--- src/rtl/synth_pkg.sv ---
// -----------------------------------------------------------------------------
// synth_pkg
//   Shared definitions for the oscillator bank:
//   - waveform mode encoding (OFF/SAW/SQUARE/TRI)
//   - configuration register offsets and control-register bit positions
//   - clog2 helper used to size the slot counter, channel index and mixer
//     accumulator
// -----------------------------------------------------------------------------
package synth_pkg;

   typedef enum logic [1:0] {
      MODE_OFF    = 2'd0,
      MODE_SAW    = 2'd1,
      MODE_SQUARE = 2'd2,
      MODE_TRI    = 2'd3
   } mode_e;

   // Register offsets within a channel (cfg_addr[1:0])
   localparam logic [1:0] REG_PERIOD_LO = 2'd0;
   localparam logic [1:0] REG_PERIOD_HI = 2'd1;
   localparam logic [1:0] REG_OCT       = 2'd2;
   localparam logic [1:0] REG_CTRL      = 2'd3;

   // Control register fields
   localparam int CTRL_MODE_LSB      = 0;
   localparam int CTRL_ATTEN_LSB     = 2;
   localparam int CTRL_PHASE_RST_BIT = 4;

   // Ceiling log2; clog2(1) = 0
   function automatic int clog2(input int value);
      int result;
      result = 0;
      for (int v = value - 1; v > 0; v = v >> 1) result++;
      return result;
   endfunction

   // Mixer accumulator width: wide enough that NUM_OSCS full-scale
   // WAVE_BITS samples can never overflow, and never narrower than WAVE_BITS+1.
   function automatic int acc_width(input int wave_bits, input int num_oscs);
      return (clog2(num_oscs) < 1) ? wave_bits + 1 : wave_bits + clog2(num_oscs);
   endfunction

endpackage

--- src/rtl/synth_wave_shaper.sv ---
// -----------------------------------------------------------------------------
// synth_wave_shaper
//   Combinational waveform shaping of one channel's phase accumulator.
//   Ports:
//     wave   in  WAVE_BITS  phase accumulator value (unsigned ramp)
//     mode   in  mode_e     OFF / SAW / SQUARE / TRI
//     atten  in  2          arithmetic right shift applied after shaping
//     shaped out WAVE_BITS  signed shaped, attenuated sample
// -----------------------------------------------------------------------------
module synth_wave_shaper
   import synth_pkg::*;
#(
   parameter int WAVE_BITS = 4
) (
   input  logic [WAVE_BITS-1:0]        wave,
   input  mode_e                       mode,
   input  logic [1:0]                  atten,
   output logic signed [WAVE_BITS-1:0] shaped
);

   // Bit pattern of -2^(W-1); its complement is +2^(W-1)-1
   localparam logic [WAVE_BITS-1:0] HALF = {1'b1, {(WAVE_BITS-1){1'b0}}};

   logic [WAVE_BITS-2:0]        tri_t;
   logic signed [WAVE_BITS-1:0] raw;

   // NOTE: every signal written here gets a value before any branch, so no
   // path can leave it unassigned and infer a latch.
   always_comb begin
      raw   = '0;
      tri_t = wave[WAVE_BITS-1] ? ~wave[WAVE_BITS-2:0] : wave[WAVE_BITS-2:0];
      case (mode)
         MODE_OFF:    raw = '0;
         // w - 2^(W-1) is the ramp with its MSB flipped
         MODE_SAW:    raw = wave ^ HALF;
         MODE_SQUARE: raw = wave[WAVE_BITS-1] ? HALF : ~HALF;
         // 2t - 2^(W-1): double the folded ramp, then flip the MSB
         MODE_TRI:    raw = {tri_t, 1'b0} ^ HALF;
         default:     raw = '0;
      endcase
      shaped = raw >>> atten;
   end

endmodule

--- src/rtl/synth_osc_bank.sv ---
// -----------------------------------------------------------------------------
// synth_osc_bank
//   Time-multiplexed bank of NUM_OSCS oscillators sharing one step datapath,
//   one octave divider and one mixer accumulator. A frame is NUM_OSCS+1
//   cycles: slot i < NUM_OSCS services channel i, the last slot publishes the
//   mixed sample.
//   Ports:
//     clk          in   1         clock
//     rst_n        in   1         asynchronous active-low reset
//     cfg_addr     in   5         {channel[2:0], reg[1:0]}
//     cfg_data     in   8         write data
//     cfg_we       in   1         write strobe
//     sample_out   out  OUT_BITS  mixed sample, offset binary
//     sample_valid out  1         pulse when sample_out updates
//     frame_start  out  1         high during slot 0
// -----------------------------------------------------------------------------
module synth_osc_bank
   import synth_pkg::*;
#(
   parameter int NUM_OSCS     = 4,
   parameter int OCT_BITS     = 4,
   parameter int PERIOD_BITS  = 10,
   parameter int DIVIDER_BITS = 18,
   parameter int WAVE_BITS    = 4,
   parameter int OUT_BITS     = 8
) (
   input  logic                clk,
   input  logic                rst_n,
   input  logic [4:0]          cfg_addr,
   input  logic [7:0]          cfg_data,
   input  logic                cfg_we,
   output logic [OUT_BITS-1:0] sample_out,
   output logic                sample_valid,
   output logic                frame_start
);

   localparam int ACC_BITS  = acc_width(WAVE_BITS, NUM_OSCS);
   localparam int SLOT_BITS = clog2(NUM_OSCS + 1);
   localparam int CH_BITS   = (clog2(NUM_OSCS) < 1) ? 1 : clog2(NUM_OSCS);
   localparam logic [OUT_BITS-1:0] OUT_MID = {1'b1, {(OUT_BITS-1){1'b0}}};

   // Per-channel configuration
   logic [PERIOD_BITS-1:0] period_q  [NUM_OSCS];
   logic [OCT_BITS-1:0]    oct_q     [NUM_OSCS];
   mode_e                  mode_q    [NUM_OSCS];
   logic [1:0]             atten_q   [NUM_OSCS];
   // Per-channel running state
   logic [PERIOD_BITS-1:0] counter_q [NUM_OSCS];
   logic [WAVE_BITS-1:0]   wave_q    [NUM_OSCS];

   logic [SLOT_BITS-1:0]       slot_q;
   logic [DIVIDER_BITS-1:0]    divider_q;
   logic signed [ACC_BITS-1:0] acc_q;

   // ---------------------------------------------------------------- config
   logic [2:0]         wr_chan;
   logic [CH_BITS-1:0] wr_ch;
   logic [1:0]         wr_reg;
   logic               wr_hit;
   logic               phase_rst;

   assign wr_chan   = cfg_addr[4:2];
   assign wr_ch     = wr_chan[CH_BITS-1:0];
   assign wr_reg    = cfg_addr[1:0];
   assign wr_hit    = cfg_we && (int'(wr_chan) < NUM_OSCS);
   assign phase_rst = wr_hit && (wr_reg == REG_CTRL) && cfg_data[CTRL_PHASE_RST_BIT];

   // NOTE: sequential state is assigned with <= so every flop samples the
   // pre-edge values; this is what makes a same-cycle update see old config.
   // NOTE: these arrays are plain flops, not RAM, so they take the async
   // reset like any other register.
   always_ff @(posedge clk or negedge rst_n) begin
      if (!rst_n) begin
         for (int i = 0; i < NUM_OSCS; i++) begin
            period_q[i] <= '0;
            oct_q[i]    <= '0;
            mode_q[i]   <= MODE_OFF;
            atten_q[i]  <= '0;
         end
      end else if (wr_hit) begin
         case (wr_reg)
            REG_PERIOD_LO: period_q[wr_ch][7:0] <= cfg_data;
            REG_PERIOD_HI: period_q[wr_ch][PERIOD_BITS-1:8] <= cfg_data[PERIOD_BITS-9:0];
            REG_OCT:       oct_q[wr_ch] <= cfg_data[OCT_BITS-1:0];
            REG_CTRL: begin
               mode_q[wr_ch]  <= mode_e'(cfg_data[CTRL_MODE_LSB +: 2]);
               atten_q[wr_ch] <= cfg_data[CTRL_ATTEN_LSB +: 2];
            end
            default: ;
         endcase
      end
   end

   // ------------------------------------------------------- step datapath
   logic                       slot_is_mix;
   logic [CH_BITS-1:0]         ch;
   logic [DIVIDER_BITS:0]      oct_en;
   logic                       step_en;
   logic [PERIOD_BITS-1:0]     next_counter;
   logic [WAVE_BITS-1:0]       next_wave;
   logic signed [WAVE_BITS-1:0] shaped;
   logic signed [ACC_BITS-1:0] acc_next;

   assign slot_is_mix = (slot_q == SLOT_BITS'(NUM_OSCS));
   assign ch          = slot_q[CH_BITS-1:0];
   assign frame_start = (slot_q == '0);

   // Divider bit k-1 rose on the last increment exactly when it is the lowest
   // set bit of the current divider value; d & ~(d-1) isolates that bit.
   assign oct_en = {divider_q & ~(divider_q - DIVIDER_BITS'(1)), 1'b1};

   always_comb begin
      step_en      = 1'b0;
      next_counter = counter_q[ch];
      next_wave    = wave_q[ch];
      // Octaves beyond the divider never match, so such channels never step
      for (int k = 0; k <= DIVIDER_BITS; k++) begin
         if (int'(oct_q[ch]) == k) step_en = oct_en[k];
      end
      if (slot_is_mix) step_en = 1'b0;
      if (counter_q[ch] == '0) begin
         // Period 0 wraps to all-ones, i.e. a period of 2^PERIOD_BITS
         next_counter = period_q[ch] - PERIOD_BITS'(1);
         next_wave    = wave_q[ch] + WAVE_BITS'(1);
      end else begin
         next_counter = counter_q[ch] - PERIOD_BITS'(1);
      end
   end

   synth_wave_shaper #(
      .WAVE_BITS (WAVE_BITS)
   ) u_shaper (
      .wave   (wave_q[ch]),
      .mode   (mode_q[ch]),
      .atten  (atten_q[ch]),
      .shaped (shaped)
   );

   assign acc_next = acc_q + {{(ACC_BITS-WAVE_BITS){shaped[WAVE_BITS-1]}}, shaped};

   always_ff @(posedge clk or negedge rst_n) begin
      if (!rst_n) begin
         for (int i = 0; i < NUM_OSCS; i++) begin
            counter_q[i] <= '0;
            wave_q[i]    <= '0;
         end
      end else begin
         if (step_en) begin
            counter_q[ch] <= next_counter;
            wave_q[ch]    <= next_wave;
         end
         // Issued after the step so a phase reset overrides a same-cycle
         // update of the same channel.
         if (phase_rst) begin
            counter_q[wr_ch] <= '0;
            wave_q[wr_ch]    <= '0;
         end
      end
   end

   // ----------------------------------------------------------------- mixer
   logic [OUT_BITS-1:0] scaled;

   if (ACC_BITS >= OUT_BITS) begin : g_scale_down
      // acc >>> (ACC_BITS-OUT_BITS) truncated to OUT_BITS is its top bits
      assign scaled = acc_q[ACC_BITS-1 -: OUT_BITS];
   end else begin : g_scale_up
      assign scaled = {acc_q, {(OUT_BITS-ACC_BITS){1'b0}}};
   end

   always_ff @(posedge clk or negedge rst_n) begin
      if (!rst_n) begin
         slot_q       <= '0;
         divider_q    <= '0;
         acc_q        <= '0;
         sample_out   <= OUT_MID;
         sample_valid <= 1'b0;
      end else begin
         sample_valid <= 1'b0;
         if (slot_is_mix) begin
            slot_q       <= '0;
            divider_q    <= divider_q + DIVIDER_BITS'(1);
            acc_q        <= '0;
            // Two's complement to offset binary
            sample_out   <= scaled ^ OUT_MID;
            sample_valid <= 1'b1;
         end else begin
            slot_q <= slot_q + SLOT_BITS'(1);
            acc_q  <= acc_next;
         end
      end
   end

endmodule

--- config.mk ---
export PLATFORM = sky130hd
export DESIGN_NAME = synth_osc_bank
export DESIGN_NICKNAME = d
export VERILOG_FILES = /design/src/rtl/synth_pkg.sv /design/src/rtl/synth_wave_shaper.sv /design/src/rtl/synth_osc_bank.sv
export SDC_FILE = /design/constraint.sdc
export NUM_CORES = 1
export LEC_CHECK = 0
export ABC_AREA = 1
export CAP_MARGIN = 20
export CELL_PAD_IN_SITES_DETAIL_PLACEMENT = 2
export CELL_PAD_IN_SITES_GLOBAL_PLACEMENT = 2
export CORE_MARGIN = 2
export CORE_UTILIZATION = 39
export DETAILED_ROUTE_END_ITERATION = 8
export PLACE_DENSITY_LB_ADDON = 0.2
export SYNTH_ARGS = -nofsm -noshare
export SYNTH_HDL_FRONTEND = slang
export SYNTH_HIERARCHICAL = 1
export SYNTH_SLANG_ARGS = --single-unit
export TNS_END_PERCENT = 20
--- constraint.sdc ---
create_clock -name clk -period 6.35 [get_ports clk]
set_clock_uncertainty 0.1 [all_clocks]
set_input_delay 1.27 -clock clk [delete_from_list [all_inputs] [get_ports clk]]
set_output_delay 1.27 -clock clk [all_outputs]
set_load 0.01 [all_outputs]
==> flow_summary.toml <==
[sta]
setup_viol = 0
worst_hold_slack_ns = 0.369
setup_tns_ns = 0
finalCriticalPeriod_ns = 4.20
fmax_mhz = 238
worst_slack_ns = 2.15
rsz0062_at_grt = "no"
tightest_slew_ns = 0.975
finalHoldViolCount = 0
slew_violations = 0
maxSlewHeadroom = 0.349
period_share = 0.661

[yosys]
netlist_area_mm2 = 0.00890
avgSynthCellArea_um2 = 7.25
yosysWarnings = 6
syn_inst = 1228
netlist-cell-type-count = 44
synth_seq_cells = 159
synth_seq_area_share = 0.447

[placement]
dp_cells = 1492
dpl_cell_area_mm2 = 0.00925
place_hpwl_mm = 18.4
post-place-ws_ns = 2.37
gp_congestion = 0.851
port_buffers = 23

[clocking]
htreeDepth = 4
cts_made_buffers = 17
postCtsSetupBuffers = 0
worstSkewPairLatency_ns = 0.45
cts_hold_buf = 0
postCtsResizedCells = 0
cts_max_path_buffers = 2
clkSinkCount = 159
clk_pin_slew_ns = 0.07
cts_root_buf = "clkbuf_16"
cts_tree = "built"

[critical_path]
required_ns = 4.98
cp_num_buf_inv = 4
critPathCaptureType = "output pin"
path_delay_family = "buffers and inverters"
ff2ff_setup_slack_ns = 2.39
r2r-start = "slot_q[0]"
path_cells = "inv_2, buf_4, ha_1, inv_1, nor2_1, clkdlybuf4s50_1"
reg2reg_to = "divider_q[14]"
crit_type = "reg -> out"
cpPeakStageDelay_ns = 0.59
cp_max_fo = 54
arrival_ns = 2.83
crit_slowest_cell = "buf_4"
start_kind = "register"
reg2reg_depth = 12

[pwr]
p_sw_frac = 0.386
p_clk_frac = 0.288
powerDensity_mw_per_mm2 = 367
internal_power_mw = 2.22
peakVddDrop_mv = 0.215
leakage_nw = 5.18
pwr-share-seq = 0.402
totalPowerFinal_mw = 3.61
p_sw_mw = 1.39
combPwrFrac = 0.309

[grt]
grt_pass1_vias = 8941
grtUsageTotal = 0.256
grt_antenna_before_repair = 0
grt_pass1_wl_mm = 48.1
grt_max_degree = 78
grt_remaining_overflow = 0

[floorplan]
die_h_um = 155
rows = 55
pin_count = 26
core_mm2 = 0.0225
die_area_mm2 = 0.0240
die_w_um = 155
initial_utilization = 0.396

[finish]
layout_common_cells = "384 x nand2_1, 167 x nor2_1, 157 x dfrtp_1"
multiInputGateArea_mm2 = 0.00405
antennaDiodeCount = 0
ff_latch_area_mm2 = 0.00398
postLayoutCoreUtil = 0.437
final_cell_count_no_fill = 1524
design_area_mm2 = 0.00983
n_fill_cell = 2612
nets = 1257
syn2layout_area_growth_pct = 10.5
final_common_cell = "nand2_1"
drive_above_1_share = 0.0646

[hold_path]
worstHoldStart = "acc_q[5]"
hold_depth = 1
hp-class = "reg -> reg"
holdPathEnd = "sample_out[7]"

[run_status]
status = "complete, no violations"

[drt]
route.detailed.drc = 0
first_pass_iters = 4
wl_per_cell_um = 19.3
dr.first_iter.drc_count = 355
routed_via_density = 5.27
drt_wl_total_mm = 29.4
vias = 8032
drtAntennaViolNets = 0

[job]
cap_viol_max_count = 0
-- layer usage --
layer / vias to the layer above / share of wire / global-route usage
li1: 3824 / - / -
met1: 4126 / 0.48 / 0.341
met2: 63 / 0.50 / 0.445
met3: 19 / 0.016 / 0.0323
met4: 0 / 0.012 / 0.0578
met5: - / 0 / 0
-- how the worst max path moves through the flow --
| stage | start | endpoint | slack [ns] | cells after the start |
|---|---|---|---|---|
| 3_3_place_gp | slot_q[0] | divider_q[14] | 2.64 | 12 |
| 2_1_floorplan | slot_q[0] | acc_q[5] | 2.80 | 26 |
| 6_report | slot_q[0] | frame_start | 2.15 | 6 |
| 4_1_cts | slot_q[0] | frame_start | 2.11 | 6 |
| 3_5_place_dp | slot_q[0] | divider_q[14] | 2.37 | 12 |
| 5_1_grt | slot_q[0] | divider_q[14] | 1.91 | 12 |
-- logic make-up (layout without fill, tap and decap cells) --
logic type / count (synthesis) / in the layout / share of synthesized area
DFF: 159 / 159 / 0.447
AOI/OAI and AO/OA: 151 / 151 / 0.0921
other: 1 / 2 / 0.000421
xor gates and xnor gates: 22 / 22 / 0.0225
and+or+nand+nor: 673 / 673 / 0.318
adders and majority gates: 15 / 15 / 0.0219
buffers and inverters: 207 / 217 / 0.0978
-- cell type report --
class	instances	area share
Clock buffer	18	0.0436
Multi-Input combinational cell	863	0.412
Sequential cell	159	0.405
Timing Repair Buffer	28	0.0274
Clock inverter	14	0.0153
Inverter	157	0.0602
Tap cell	285	0.0363
-- flip-flops by register name, summed over array words and instances (netlist names) --
signal and count:
wave_q 16, acc_q 6, counter_q 40, mode_q 8, slot_q 3, oct_q 16
atten_q 8, period_q 40, sample_out 6, sample_valid 1, divider_q 15
-- synth_stat cells (all sizes together) --
library cell | count | area [um2]
nand2 | 390 | 1480
nand4 | 23 | 150
conb | 1 | 3.75
o22ai | 11 | 68.8
a32oi | 2 | 17.5
nor3b | 1 | 7.51
xnor2 | 3 | 33.8
nand3 | 70 | 423
dfstp | 1 | 26.3
dfrtp | 158 | 3950
o21ai | 114 | 589
nor2 | 173 | 679
ha | 14 | 175
inv | 153 | 574
xor2 | 19 | 166
clkbuf | 21 | 78.8
o31ai | 1 | 7.51
a41oi | 1 | 8.76
clkinv | 4 | 17.5
o21bai | 1 | 7.51
nor3 | 14 | 75.1
buf | 29 | 200
fa | 1 | 20.0
and3 | 1 | 6.26
or2 | 1 | 6.26
a21oi | 18 | 90.1
a32o | 3 | 30.0
-- power groups by stage --
| stage | combinational, mW | clock [mW] | sequential, mW |
|---|---|---|---|
| final | 1.12 | 1.04 | 1.45 |
| after detailed placement | 1.08 | 0 | 1.46 |
| after CTS | 1.13 | 1.06 | 1.45 |
| after floorplan | 0.761 | 0 | 1.42 |
| after global routing | 1.28 | 1.10 | 1.48 |
| after global placement | 1.01 | 0 | 1.45 |
No activity file was read; power rests on OpenSTA's default activity.
